## src/rtl/fb_pkg.sv

```systemverilog
// Shared framebuffer geometry, pixel format and address packing for the scanout and the renderer.
package fb_pkg;

    localparam int unsigned FB_ADDR_W = 12;
    localparam int unsigned FB_DATA_W = 8;
    localparam int unsigned FB_COLS   = 64;
    localparam int unsigned FB_ROWS   = 64;
    localparam int unsigned WIN_W     = 256;
    localparam int unsigned WIN_H     = 256;

    typedef struct packed {
        logic [2:0] r;
        logic [2:0] g;
        logic [1:0] b;
    } pixel_t;

    // Side-band flags that travel alongside each beam position through the read latency.
    typedef struct packed {
        logic disp;
        logic in_win;
        logic issued;
        logic origin;
    } flags_t;

    localparam int unsigned FLAGS_W = $bits(flags_t);

    function automatic logic [FB_ADDR_W-1:0] fb_addr(input logic [5:0] row,
                                                     input logic [5:0] col);
        return {row, col};
    endfunction

endpackage

```

## src/rtl/fb_delay_line.sv

```systemverilog
// Fixed-depth shift register used to align side-band flags with the RAM read latency.
module fb_delay_line #(
    parameter int unsigned WIDTH = 4,
    parameter int unsigned DEPTH = 2
) (
    input  logic             clk,
    input  logic             reset_n,
    input  logic [WIDTH-1:0] din,
    output logic [WIDTH-1:0] dout
);

    logic [WIDTH-1:0] sr_q [DEPTH];

    always_ff @(posedge clk or negedge reset_n) begin
        if (!reset_n) begin
            for (int i = 0; i < DEPTH; i++) begin
                sr_q[i] <= '0;
            end
        end else begin
            sr_q[0] <= din;
            for (int i = 1; i < DEPTH; i++) begin
                sr_q[i] <= sr_q[i-1];
            end
        end
    end

    assign dout = sr_q[DEPTH-1];

endmodule

```

## src/rtl/fb_scanout.sv

```systemverilog
// Framebuffer read side: one RAM read per 4-pixel column group, 4x4 magnified scanout with border.
module fb_scanout
    import fb_pkg::*;
#(
    parameter int unsigned RD_LAT      = 1,
    parameter int unsigned SCALE_SHIFT = 2,
    parameter logic [7:0]  BORDER      = 8'h00
) (
    input  logic                 clk,
    input  logic                 reset_n,
    input  logic                 display_on,
    input  logic [8:0]           hpos,
    input  logic [8:0]           vpos,
    output logic                 rd_en,
    output logic [FB_ADDR_W-1:0] rd_addr,
    input  logic [FB_DATA_W-1:0] rd_data,
    output logic                 pix_valid,
    output logic [FB_DATA_W-1:0] pix_data,
    output logic [2:0]           pix_r,
    output logic [2:0]           pix_g,
    output logic [1:0]           pix_b,
    output logic                 frame_start
);

    logic           in_win;
    logic           grp_start;
    flags_t         flags_in;
    flags_t         flags_out;
    logic [FB_DATA_W-1:0] hold_q;
    pixel_t         px;

    assign in_win    = display_on & ~hpos[8] & ~vpos[8];
    assign grp_start = in_win & (hpos[SCALE_SHIFT-1:0] == '0);

    assign flags_in = '{
        disp:   display_on,
        in_win: in_win,
        issued: grp_start,
        origin: display_on & (hpos == '0) & (vpos == '0)
    };

    // Depth RD_LAT+1 lands the flags in the same cycle as the read data they belong to.
    fb_delay_line #(
        .WIDTH(FLAGS_W),
        .DEPTH(RD_LAT + 1)
    ) u_delay (
        .clk    (clk),
        .reset_n(reset_n),
        .din    (flags_in),
        .dout   (flags_out)
    );

    always_ff @(posedge clk or negedge reset_n) begin
        if (!reset_n) begin
            rd_en       <= 1'b0;
            rd_addr     <= '0;
            hold_q      <= '0;
            pix_valid   <= 1'b0;
            pix_data    <= '0;
            frame_start <= 1'b0;
        end else begin
            rd_en <= grp_start;
            if (grp_start) begin
                rd_addr <= fb_addr(vpos[7:2], hpos[7:2]);
            end
            if (flags_out.issued) begin
                hold_q <= rd_data;
            end
            pix_valid   <= flags_out.disp;
            frame_start <= flags_out.origin;
            // First pixel of a group bypasses the hold register; the other three reuse it.
            if (!flags_out.disp) begin
                pix_data <= '0;
            end else if (!flags_out.in_win) begin
                pix_data <= BORDER;
            end else if (flags_out.issued) begin
                pix_data <= rd_data;
            end else begin
                pix_data <= hold_q;
            end
        end
    end

    assign px    = pixel_t'(pix_data);
    assign pix_r = px.r;
    assign pix_g = px.g;
    assign pix_b = px.b;

endmodule

```

## config.mk

```make
export PLATFORM = sky130hd
export DESIGN_NAME = fb_scanout
export DESIGN_NICKNAME = d
export VERILOG_FILES = /design/src/rtl/fb_pkg.sv /design/src/rtl/fb_delay_line.sv /design/src/rtl/fb_scanout.sv
export SDC_FILE = /design/constraint.sdc
export NUM_CORES = 1
export LEC_CHECK = 0
export CAP_MARGIN = 20
export CORE_MARGIN = 2
export CORE_UTILIZATION = 35
export CTS_BUF_LIST = sky130_fd_sc_hd__clkbuf_8
export CTS_CLUSTER_DIAMETER = 150
export DETAILED_ROUTE_END_ITERATION = 8
export PLACE_DENSITY = 0.78
export SYNTH_ARGS = -nofsm -noshare
export SYNTH_HDL_FRONTEND = slang
export SYNTH_SLANG_ARGS = --single-unit
```

## constraint.sdc

```tcl
create_clock -name clk -period 1.3 [get_ports clk]
set_input_delay 0.26 -clock clk [delete_from_list [all_inputs] [get_ports clk]]
set_output_delay 0.26 -clock clk [all_outputs]
set_load 0.02 [all_outputs]
```

==> run summary <==
hold path endpoint - u_delay.sr_q[7]$_DFF_PN0_
CTS clk-pin slew, worst paths - 0.07 ns
worst r2r src - u_delay.dout[1]$_DFF_PN0_
CTS tree - yes
DIE WIDTH - 67.4 um
die area - 0.00454 mm2
fraction of layout cells with a size suffix above 1 - 22.4%
most frequent cell after synthesis - dfrtp_1
Critical path buffers and inverters - 1
min-delay worst type - input port to flop
IO buf count - 59
clk sink count - 38
# IOs - 60
met1 Track Usage GR - 15.0%
Area contributors post-synth - dfrtp_1, mux2_2, mux2_4
met2 usage - 22.9%
Slew headroom - 72.5%
DR DRC count - 0
post-synthesis instance area - 0.00141 mm2
Post-Syn Instances - 87
largest net degree at the start of global routing - 22
GRT busiest layer - met2
sequential area share after synthesis - 67.6%
Yosys top cell by area - dfrtp_1
actual slew at the worst max-slew pin - 0.413 ns
HP Start - display_on
post-route cell area - 0.00207 mm2
f_max - 794 MHz
Synth top area share - 67.6%
initial antenna violation count - 0
Mapped Nets - 116
root buffer cell - clkbuf_8
Initial Utilization - 35.7%
vias in the first global route - 915
die height - 67.4 um
setup violators final - 0
Final Skew - 0.00195 ns
Num CTS Buffers - 5
Final Hold Vio Count - 0
total power - 2.82 mW
yosys warns - 0
run status - finished clean
Setup CP Type - flop to primary output
final slew viol count - 0
TritonRoute pass-1 iters - 3
fin nets - 175
first-pass GRT wire length - 4260 um
Cell Rows - 23
Max clock buf depth - 2
critical path peak fanout - 2
Total GRT Usage - 13.8%
RSZ-0062 raised after global routing - false
slowest CP cell - dfrtp_1
remaining antenna violation count - 0
GPL Wtd Cong - 0.616
H-tree depth - 2
Synth top cells by count - dfrtp_1, mux2_2, buf_4, mux2_4, nor2b_1
Pleak - 1.05 nW
Crit. End Element - primary output
Critical Path AT - 1.00 ns
R2R depth - 2
max incr delay on CP - 0.39 ns
Overflow after GRT - 0
Critical Path Start Type - flop
Core Area - 0.00394 mm2
pwr dens - 1360 mW/mm2
detailed placement HPWL - 2000 um
vias per cell - 4.34
EDFF count, synth - 0
period utilisation layout - 96.9%
Distinct cells, synth - 14
n_diodes - 0
Seq cells post-synth - 38
Crit Reg-Reg Endpoint - pix_data[2]$_DFF_PN0_
critical path cell sequence - dlygate4sd2_1
ys flop type - dfrtp_1
minimum clock period - 1.26 ns
final WL - 2680 um
area delta synth->final - 47.5%
flop2flop setup slack - 0.13 ns
routed len/inst - 13.6 um
placed cell area - 0.00200 mm2
CP delay by family, top - flip-flops
Max-Cap Viols - 0
worst hold path cell count - 1
Mapped Avg Cell Area - 16.2 um2
ys async rst share - 100%
Vias - 854
clock latency at the later pin of the worst-skew pair - 0.29 ns
worst vdd ir - 0.656 mV
DRT iter0 DRCs - 50
WP data required - 1.04 ns
Post-CTS Setup Repair Bufs - 0
met3 usage - 6.67%
==> worst register-to-register path: stages (launching register included) <==
cell and delay, ns:
dfrtp_1 0.53, mux2_2 0.39, nor2b_1 0.13
==> metrics by stage <==
stage	setup slack [ns]	util [%]	instances	TNS, ns	hold WS, ns
finish	0.0405	52.6	197	0	0.248
global route	0.00225	52.6	197	0	0.233
CTS	0.0159	52.4	197	0	0.239
detailed placement	-0.366	50.7	187	-4.35	0.221
global placement	-0.299	50.7	187	-3.57	0.207
floorplan	0.168	-	87	0	-0.0356
==> cell type report <==
| class | instances | area [um2] |
|---|---|---|
| clock buffers | 6 | 82.6 |
| clock inverters | 2 | 8.76 |
| fillers | 327 | 1870 |
| inverters | 1 | 3.75 |
| multi-input cells | 39 | 384 |
| flip-flops and latches | 38 | 951 |
| well taps | 50 | 62.6 |
| repair buffers | 61 | 582 |
==> sequential cells by signal (all words and copies together) (netlist names) <==
name / cells
pix_valid: 1
frame_start: 1
hold_q: 8
u_delay.dout: 4
rd_addr: 12
pix_data: 8
u_delay.sr_q: 4
==> worst max path at each step <==
stage,start,end,slack [ns],cells past startpoint
6_report,rd_addr[2]$_DFFE_PN0P_,rd_addr[2],0.04,1
5_1_grt,pix_data[7]$_DFF_PN0_,pix_data[7],0.002,1
4_1_cts,rd_addr[10]$_DFFE_PN0P_,rd_addr[10],0.02,1
3_5_place_dp,display_on,rd_addr[8]$_DFFE_PN0P_,-0.37,4
3_3_place_gp,display_on,rd_addr[10]$_DFFE_PN0P_,-0.30,4
2_1_floorplan,hpos[8],rd_addr[10]$_DFFE_PN0P_,0.17,4
==> cells by family (layout without fill, tap and decap cells) <==
family                 count (synthesis)  after routing  synth area share, %
and+or+nand+nor                       18             19                 8.54
DFF                                   38             38                 67.6
muxes                                 20             20                 18.1
buffers and inverters                 11             70                 5.69
==> placed cells by master, fill, tap and decap left out <==
master,instances
nor2b_1,8
mux2_2,12
nor4_1,3
nor3b_4,1
nor2_2,1
nand2_1,1
clkdlybuf4s15_1,7
dlygate4sd3_1,1
dlygate4sd2_1,27
mux2_4,8
clkdlybuf4s50_1,24
dfrtp_1,38
nor2_1,2
nand4_1,1
nand2_4,1
inv_1,2
buf_2,1
clkbuf_8,6
nand2_2,1
buf_12,1
clkinv_2,1
==> layer usage <==
metal	wire length [um]	vias to the layer above	share of wire [%]
met3	239	4	8.9
li1	-	398	-
met2	1330	50	50
met1	1060	402	39
met4	54	0	2.0
met5	0	-	0
==> repair_timing <==
action	CTS	global route
endpoints found under the hold margin	17	0
endpoints found under the setup margin	43	7
cloned	1	0
hold buffers	1	0
pin swaps	2	0
resized for setup	35	7
==> where the power goes <==
| group | internal (mW) | switching (mW) | total, mW | leakage, nW |
|---|---|---|---|---|
| clock network | 0.419 | 0.381 | 0.800 | 0.0524 |
| logic | 0.340 | 0.272 | 0.612 | 0.513 |
| registers | 1.34 | 0.0705 | 1.41 | 0.488 |
Power figures use the tool's default switching activity.
